<file path="src/rtl/fetch_pkg.sv">
// fetch_pkg: shared definitions for the instruction prefetch stage.
//   - fetch_state_e : controller states
//   - default width constants for parameter defaults
//   - fetch_entry_t : prefetch queue entry {pc, insn} at the default widths
package fetch_pkg;

  localparam int DATA_W_DEF    = 32;
  localparam int ADDR_W_DEF    = 32;
  localparam int DEPTH_DEF     = 4;
  localparam int ADDR_STEP_DEF = 4;

  typedef enum logic [1:0] {
    IDLE        = 2'd0,
    DEMAND_WAIT = 2'd1,
    PF_WAIT     = 2'd2
  } fetch_state_e;

  typedef struct packed {
    logic [ADDR_W_DEF-1:0] pc;
    logic [DATA_W_DEF-1:0] insn;
  } fetch_entry_t;

endpackage

</file>
<file path="src/rtl/prefetch_queue.sv">
// prefetch_queue: synchronous FIFO of DEPTH entries with single-cycle flush.
// Ports:
//   clk, reset        clock, synchronous active-high reset
//   push, push_data   write an entry (ignored when full)
//   pop               drop the head entry (ignored when empty)
//   flush             empty the queue in one cycle (wins over push/pop)
//   head              peek at the oldest entry
//   count             occupancy 0..DEPTH
//   full, empty       occupancy flags
// DEPTH must be a power of two so the pointers wrap naturally.
module prefetch_queue #(
  parameter int W     = 64,
  parameter int DEPTH = 4
) (
  input  logic                     clk,
  input  logic                     reset,
  input  logic                     push,
  input  logic [W-1:0]             push_data,
  input  logic                     pop,
  input  logic                     flush,
  output logic [W-1:0]             head,
  output logic [$clog2(DEPTH):0]   count,
  output logic                     full,
  output logic                     empty
);

  localparam int PW = $clog2(DEPTH);
  localparam int CW = PW + 1;

  logic [DEPTH-1:0][W-1:0] mem;
  logic [PW-1:0]           wp, rp;
  logic                    do_push, do_pop;

  assign full    = (count == CW'(DEPTH));
  assign empty   = (count == '0);
  assign do_push = push && !full;
  assign do_pop  = pop && !empty;
  assign head    = mem[rp];

  // Storage carries no reset; occupancy alone says what is valid.
  always_ff @(posedge clk) begin
    if (do_push && !flush) mem[wp] <= push_data;
  end

  always_ff @(posedge clk) begin
    if (reset || flush) begin
      wp    <= '0;
      rp    <= '0;
      count <= '0;
    end else begin
      if (do_push) wp <= wp + PW'(1);
      if (do_pop)  rp <= rp + PW'(1);
      count <= count + CW'(do_push) - CW'(do_pop);
    end
  end

endmodule

</file>
<file path="src/rtl/instruction_prefetch.sv">
// instruction_prefetch: fetch stage with a sequential prefetch queue.
// Accepts a PC over DIR/ack_prev, returns {insn, pc} over DOR/ack_from_next.
// While idle it reads PC+ADDR_STEP onward into a DEPTH-entry queue; a request
// matching the queue head is served in one cycle, anything else flushes the
// queue and goes to memory.
// Ports:
//   clk, reset                 clock, synchronous active-high reset
//   DIR, data_in, ack_prev     request handshake from previous stage
//   DOR, data_out, pc_out      result to next stage, held until ack_from_next
//   ack_from_next              next stage consumed the result
//   mem_en, mem_addr, mem_di   read port to memory (mem_di tied to 0)
//   mem_do, mem_do_ack         read data and one-cycle completion
// Optional build macro FETCH_STATS_EN adds hit_count/miss_count (16-bit,
// saturating) outputs.
module instruction_prefetch
  import fetch_pkg::*;
#(
  parameter int DATA_W    = DATA_W_DEF,
  parameter int ADDR_W    = ADDR_W_DEF,
  parameter int DEPTH     = DEPTH_DEF,
  parameter int ADDR_STEP = ADDR_STEP_DEF
) (
  input  logic              clk,
  input  logic              reset,
  input  logic              DIR,
  input  logic [ADDR_W-1:0] data_in,
  output logic              ack_prev,
  output logic              DOR,
  input  logic              ack_from_next,
  output logic [DATA_W-1:0] data_out,
  output logic [ADDR_W-1:0] pc_out,
  output logic              mem_en,
  output logic [ADDR_W-1:0] mem_addr,
  output logic [DATA_W-1:0] mem_di,
  input  logic [DATA_W-1:0] mem_do,
  input  logic              mem_do_ack
`ifdef FETCH_STATS_EN
  ,
  output logic [15:0]       hit_count,
  output logic [15:0]       miss_count
`endif
);

  localparam int CW = $clog2(DEPTH) + 1;

  typedef struct packed {
    logic [ADDR_W-1:0] pc;
    logic [DATA_W-1:0] insn;
  } entry_t;

  fetch_state_e      state;
  logic [ADDR_W-1:0] demand_pc;
  logic [ADDR_W-1:0] pf_pc;
  logic              pf_valid;

  entry_t            q_head, q_push_data;
  logic              q_push, q_pop, q_flush, q_full, q_empty;
  logic [CW-1:0]     q_count;
  logic              accept, hit, pf_start;

  assign mem_di = '0;

  // A request is taken only in IDLE, with the output slot free and not in the
  // cycle right after a previous accept (DIR is still stale then).
  assign accept   = (state == IDLE) && DIR && !DOR && !ack_prev;
  assign hit      = accept && !q_empty && (q_head.pc == data_in);
  assign pf_start = (state == IDLE) && !accept && pf_valid && (q_count < CW'(DEPTH));

  assign q_pop       = hit;
  assign q_flush     = accept && !hit;
  assign q_push      = (state == PF_WAIT) && mem_do_ack && !q_full;
  assign q_push_data = '{pc: pf_pc, insn: mem_do};

  prefetch_queue #(
    .W     (ADDR_W + DATA_W),
    .DEPTH (DEPTH)
  ) u_queue (
    .clk       (clk),
    .reset     (reset),
    .push      (q_push),
    .push_data (q_push_data),
    .pop       (q_pop),
    .flush     (q_flush),
    .head      (q_head),
    .count     (q_count),
    .full      (q_full),
    .empty     (q_empty)
  );

  always_ff @(posedge clk) begin
    if (reset) begin
      state     <= IDLE;
      DOR       <= 1'b0;
      ack_prev  <= 1'b0;
      mem_en    <= 1'b0;
      mem_addr  <= '0;
      data_out  <= '0;
      pc_out    <= '0;
      demand_pc <= '0;
      pf_pc     <= '0;
      pf_valid  <= 1'b0;
    end else begin
      ack_prev <= 1'b0;
      if (DOR && ack_from_next) DOR <= 1'b0;
      unique case (state)
        IDLE: begin
          if (accept) begin
            ack_prev <= 1'b1;
            if (hit) begin
              data_out <= q_head.insn;
              pc_out   <= data_in;
              DOR      <= 1'b1;
            end else begin
              demand_pc <= data_in;
              pf_pc     <= data_in + ADDR_W'(ADDR_STEP);
              pf_valid  <= 1'b1;
              mem_en    <= 1'b1;
              mem_addr  <= data_in;
              state     <= DEMAND_WAIT;
            end
          end else if (pf_start) begin
            mem_en   <= 1'b1;
            mem_addr <= pf_pc;
            state    <= PF_WAIT;
          end
        end
        DEMAND_WAIT: begin
          if (mem_do_ack) begin
            data_out <= mem_do;
            pc_out   <= demand_pc;
            DOR      <= 1'b1;
            mem_en   <= 1'b0;
            state    <= IDLE;
          end
        end
        PF_WAIT: begin
          if (mem_do_ack) begin
            pf_pc  <= pf_pc + ADDR_W'(ADDR_STEP);
            mem_en <= 1'b0;
            state  <= IDLE;
          end
        end
        default: state <= IDLE;
      endcase
    end
  end

`ifdef FETCH_STATS_EN
  always_ff @(posedge clk) begin
    if (reset) begin
      hit_count  <= '0;
      miss_count <= '0;
    end else begin
      if (hit && hit_count != 16'hFFFF)         hit_count  <= hit_count + 16'd1;
      if (q_flush && miss_count != 16'hFFFF)    miss_count <= miss_count + 16'd1;
    end
  end
`endif

endmodule

</file>
<file path="config.mk">
export PLATFORM = sky130hd
export DESIGN_NAME = instruction_prefetch
export DESIGN_NICKNAME = d
export VERILOG_FILES = /design/src/rtl/fetch_pkg.sv /design/src/rtl/prefetch_queue.sv /design/src/rtl/instruction_prefetch.sv
export SDC_FILE = /design/constraint.sdc
export NUM_CORES = 1
export LEC_CHECK = 0
export ABC_AREA = 1
export CORE_AREA = 2 2 181 183
export DETAILED_ROUTE_END_ITERATION = 16
export DIE_AREA = 0 0 183 185
export GPL_TIMING_DRIVEN = 0
export PLACE_DENSITY = 0.85
export SLEW_MARGIN = 20
export SYNTH_ARGS = -nofsm -noshare
export SYNTH_HDL_FRONTEND = slang
export SYNTH_SLANG_ARGS = --single-unit
</file>
<file path="constraint.sdc">
create_clock -name clk -period 10.9 [get_ports clk]
set_clock_uncertainty 0.2 [all_clocks]
set_input_delay 1.635 -clock clk [delete_from_list [all_inputs] [get_ports clk]]
set_output_delay 1.635 -clock clk [all_outputs]
set_load 0.01 [all_outputs]
</file>
==> summary by stage <==
Run status
The run finished with clean final reports.

Timing
The count of final max-slew check failures was 0. The slew at the pin closest to its max-slew limit is approximately 1300 ps. The setup violation total in the final timing report is 0. The number of hold violations in the final report is 0.

Of the available clock period, the critical path in the final layout requires a little over half. Setup repair after global routing left no endpoint under its margin. The shortest clock period the worst path allows after layout is 5930 ps.

The maximum clock frequency is 169 MHz. In the final timing run, aggregate negative setup slack is 0 ps. The worst pin sits at a relative slew slack of 12.5%.

Clock network
The clock network latency to the later pin of the worst-skew pair is between 500 and 600 ps. Hold repair after CTS inserted 0 buffers. In this run the post-CTS setup repair buffer count came out at 0. TritonCTS built the clock tree. The number of buffers created by CTS is 44. The largest buffer count on any clock path is 3. Clock-pin slew was measured on the worst setup and hold paths at 60 ps. The count of clock tree sinks is between 400 and 500. Post-CTS repair changed the size of 0 cells. In this run the number of H-tree levels came out at 2. The buffer cell driving the clock tree root is sky130_fd_sc_hd__clkbuf_16.

Layout
The most frequent standard cell in the layout excluding fill and tap cells is sky130_fd_sc_hd__nand2_1. The count of filler cells inserted in the layout is around 2300. In the layout the commonest cells are sky130_fd_sc_hd__nand2_1 (786), sky130_fd_sc_hd__edfxtp_1 (256), sky130_fd_sc_hd__nor2_1 (226).

At the end of the flow, the number of nets in the layout was about 2600. The area growth from synthesis to layout is 20.4%. In the final layout, the share of cells above drive strength 1 is 6.66%.

The number of antenna diodes in the final layout is 0. The finished cells cover about 24000 sq um.

Setup path
The maximum net fanout on the critical path is 21. The kind of end point of the critical path is a flop. The reg-to-reg startpoint is u_queue.rp[0]. The critical path goes through clkdlybuf4s50_1, inv_1, nand3_1, nand3_1, nor2_1, nand2_1, nor2_1, nand3_2, nand2_2, buf_4, buf_4, nand2_1, nor2_4, buf_16, buf_16, buf_16. The path length in cells of the critical path is 16. The worst-path cell with the longest stage delay is sky130_fd_sc_hd__nor2_4.

The critical path launch point type is an input port. The worst setup path is of the input port to flop kind. The combined buffer and inverter count along the critical path is 7. The delay of the slowest critical-path stage is between 700 and 800 ps. For the worst setup path, the data required time is ~11000 ps.

The largest delay contributor family on the critical path is simple AND/OR/NAND/NOR gates. Data on the critical path arrives at its endpoint at a little under 6000 ps. Measured in cells, the most critical reg-to-reg path has a length of 18.

By instance count, the cell type seen most on the critical path is sky130_fd_sc_hd__buf_16. The most critical setup path has its startpoint at data_in[31].

Pwr
Power spread over the standard cell area amounts to roughly 240 nW/um^2. In this run the static leakage power is slightly below 10 nW. The worst ir drop on vdd is between 100 and 150 uV.

Floorplanning
200 I/O pins were placed. The row count is 66. The core region is ~32000 sq um. The floorplan step defined a die boundary enclosing between 30000 and 40000 sq um. Once the floorplan was initialized, standard cells occupied just over 60% of the core. Measured along the x axis, the die boundary spans ~180 um. The die is between 150 and 200 um tall.

Synthesis
The share of synthesized area in the top cell type comes to 39.2%. After synthesis, flip-flops and latches occupy between 50 and 60% of the total area. Each instance of the synthesized netlist takes up on average between 8 and 9 sq um.

By area the synthesized netlist is led by sky130_fd_sc_hd__edfxtp_1 (39%), sky130_fd_sc_hd__dfxtp_1 (18%), sky130_fd_sc_hd__nand2_1 (15%). Counting every instance in the synthesized netlist gives between 2000 and 2500. The cell taking the most area after synthesis is sky130_fd_sc_hd__edfxtp_1. The number of warning messages in the yosys log is 0. The post-synthesis cell area is around 20000 sq um. The number of distinct library cell variants in the gate-level netlist after synthesis is 33. The post-synthesis register bit count is 429.

Global route
For this run, the total global-route usage over all layers was measured as between 30% and 40%. The global-route track usage on met1 is ~47%. The layer flagged by global routing as most heavily used is met2.

The number of global-route vias before repair is 17000. Global routing used 5.58% of the available met3 tracks. The global-route wire length before repair is approximately 100000 um. The initial antenna violation count is 2. Entering global routing, the biggest net connects 23 pins. The sum of overflow across all layers after global routing is 0. The met2 track utilization from global routing is approximately 67%.

Worst hold path
The critical hold path startpoint is demand_pc[22]. The path category of the worst min-delay check is flop to flop. The worst hold path was traced through 2 stages.

Route
The average wire per cell in the routed design is ~22 um. The count of nets left with antenna violations once routing finished came out at 0. The count of unresolved DRC violations after routing is 0. The via count is approximately 18000.

For this block, the routed nets add up to between 60000 and 70000 um of wire. The mean number of vias per cell is slightly below 6. For this run, the detailed router's first-pass iteration total came to 6.

The count of routing violations after the opening detailed-route iteration is about 2200.

Placement
In this run the tool buffered the top-level ports with 166 buffer cells. The placed instances occupy a cell area of around 22000 sq um. The final weighted congestion in routability-driven placement is approximately 1.0. The HPWL after detailed placement is 49500 um.

Job
The tool flagged a number of max-cap violations equal to 0.
==> metal layers <==
layer,part of all wire [%],routed length (um)
met1,35,23500
met2,47,31900
met3,10,6840
met4,7.4,4950
met5,0.015,10
==> final cells by class <==
type	instances	area [sq um]	share of cell area (%)
Inverter	162	608	2.57
Timing Repair Buffer	178	1960	8.30
Clock inverter	17	119	0.503
Sequential cell	429	11200	47.2
Clock buffer	65	1260	5.34
Multi-Input combinational cell	1586	7170	30.3
Tap cell	408	510	2.16
Buffer	161	848	3.59
==> state kept, by name, summed over array words and instances (netlist names) <==
signal / flops
u_queue.rp: 2
pc_out: 32
pf_valid: 1
mem_addr: 32
demand_pc: 32
u_queue.wp: 2
state: 2
pf_pc: 32
ack_prev: 1
mem_en: 1
u_queue.mem: 256
data_out: 32
DOR: 1
u_queue.count: 3
==> through the flow <==
step | hold WS [ps] | power [mW] | setup slack (ps) | std cells | util (%)
2_1_floorplan | 219 | 3.28 | 4650 | 2338 | -
6_report | 248 | 5.62 | 4970 | 3006 | 73.8
5_1_grt | 273 | 5.86 | 4930 | 3006 | 73.8
3_5_place_dp | 234 | 4.11 | 4580 | 2924 | 69.4
3_3_place_gp | 227 | 4.06 | 825 | 2912 | 68.4
4_1_cts | 250 | 5.56 | 5120 | 3006 | 73.7
==> cell usage after synthesis <==
master and instances:
sky130_fd_sc_hd__buf_2 36, sky130_fd_sc_hd__a31oi_1 2, sky130_fd_sc_hd__nand2_1 786, sky130_fd_sc_hd__nand3_2 1
sky130_fd_sc_hd__conb_1 1, sky130_fd_sc_hd__nor4_1 3, sky130_fd_sc_hd__buf_6 5, sky130_fd_sc_hd__nand2_2 2
sky130_fd_sc_hd__ha_1 10, sky130_fd_sc_hd__xnor2_1 8, sky130_fd_sc_hd__nand3b_1 35, sky130_fd_sc_hd__edfxtp_1 256
sky130_fd_sc_hd__o21ai_0 132, sky130_fd_sc_hd__nor3b_1 1, sky130_fd_sc_hd__a22oi_1 1, sky130_fd_sc_hd__and2_1 1
sky130_fd_sc_hd__o21a_1 1, sky130_fd_sc_hd__inv_2 3, sky130_fd_sc_hd__nand4_1 21, sky130_fd_sc_hd__and3_1 1
sky130_fd_sc_hd__a21oi_1 103, sky130_fd_sc_hd__fa_1 1, sky130_fd_sc_hd__buf_1 20, sky130_fd_sc_hd__nand3_1 145
sky130_fd_sc_hd__inv_1 159, sky130_fd_sc_hd__clkbuf_1 57, sky130_fd_sc_hd__nor3_1 12, sky130_fd_sc_hd__dfxtp_1 173
sky130_fd_sc_hd__nor2_1 230, sky130_fd_sc_hd__buf_4 43, sky130_fd_sc_hd__xor2_1 23, sky130_fd_sc_hd__or2_2 3
sky130_fd_sc_hd__a32o_1 32
==> final timing paths <==
| kind | end | slack (ps) |
|---|---|---|
| setup / recovery | u_queue.mem[117] | 4970 |
| hold / removal | demand_pc[22] | 250 |
| setup reg to reg | u_queue.mem[117] | 5950 |
| hold reg to reg | demand_pc[22] | 250 |
==> worst reg2reg max path, delay by kind of cell (launching register included) <==
family / cells / cell delay, ps
DFF: 1 / 390
and+or+nand+nor: 11 / 2360
buffers and inverters: 7 / 1710
==> power by group <==
part	internal [mW]	leakage [nW]	total, mW	switching (mW)
clock	0.828	0.681	1.46	0.628
combinational	0.723	5.38	1.88	1.15
sequential	2.05	3.75	2.29	0.232
==> logic make-up after synthesis <==
kind of cell,after synthesis,synth area share (%)
compound gates,271,7.77
xor+xnor,31,1.38
fa+ha+maj,11,0.740
buf+inv,323,7.42
flops,429,56.8
other cells,1,0.0191
simple gates,1241,25.9
(Power assumes the default switching activity.)
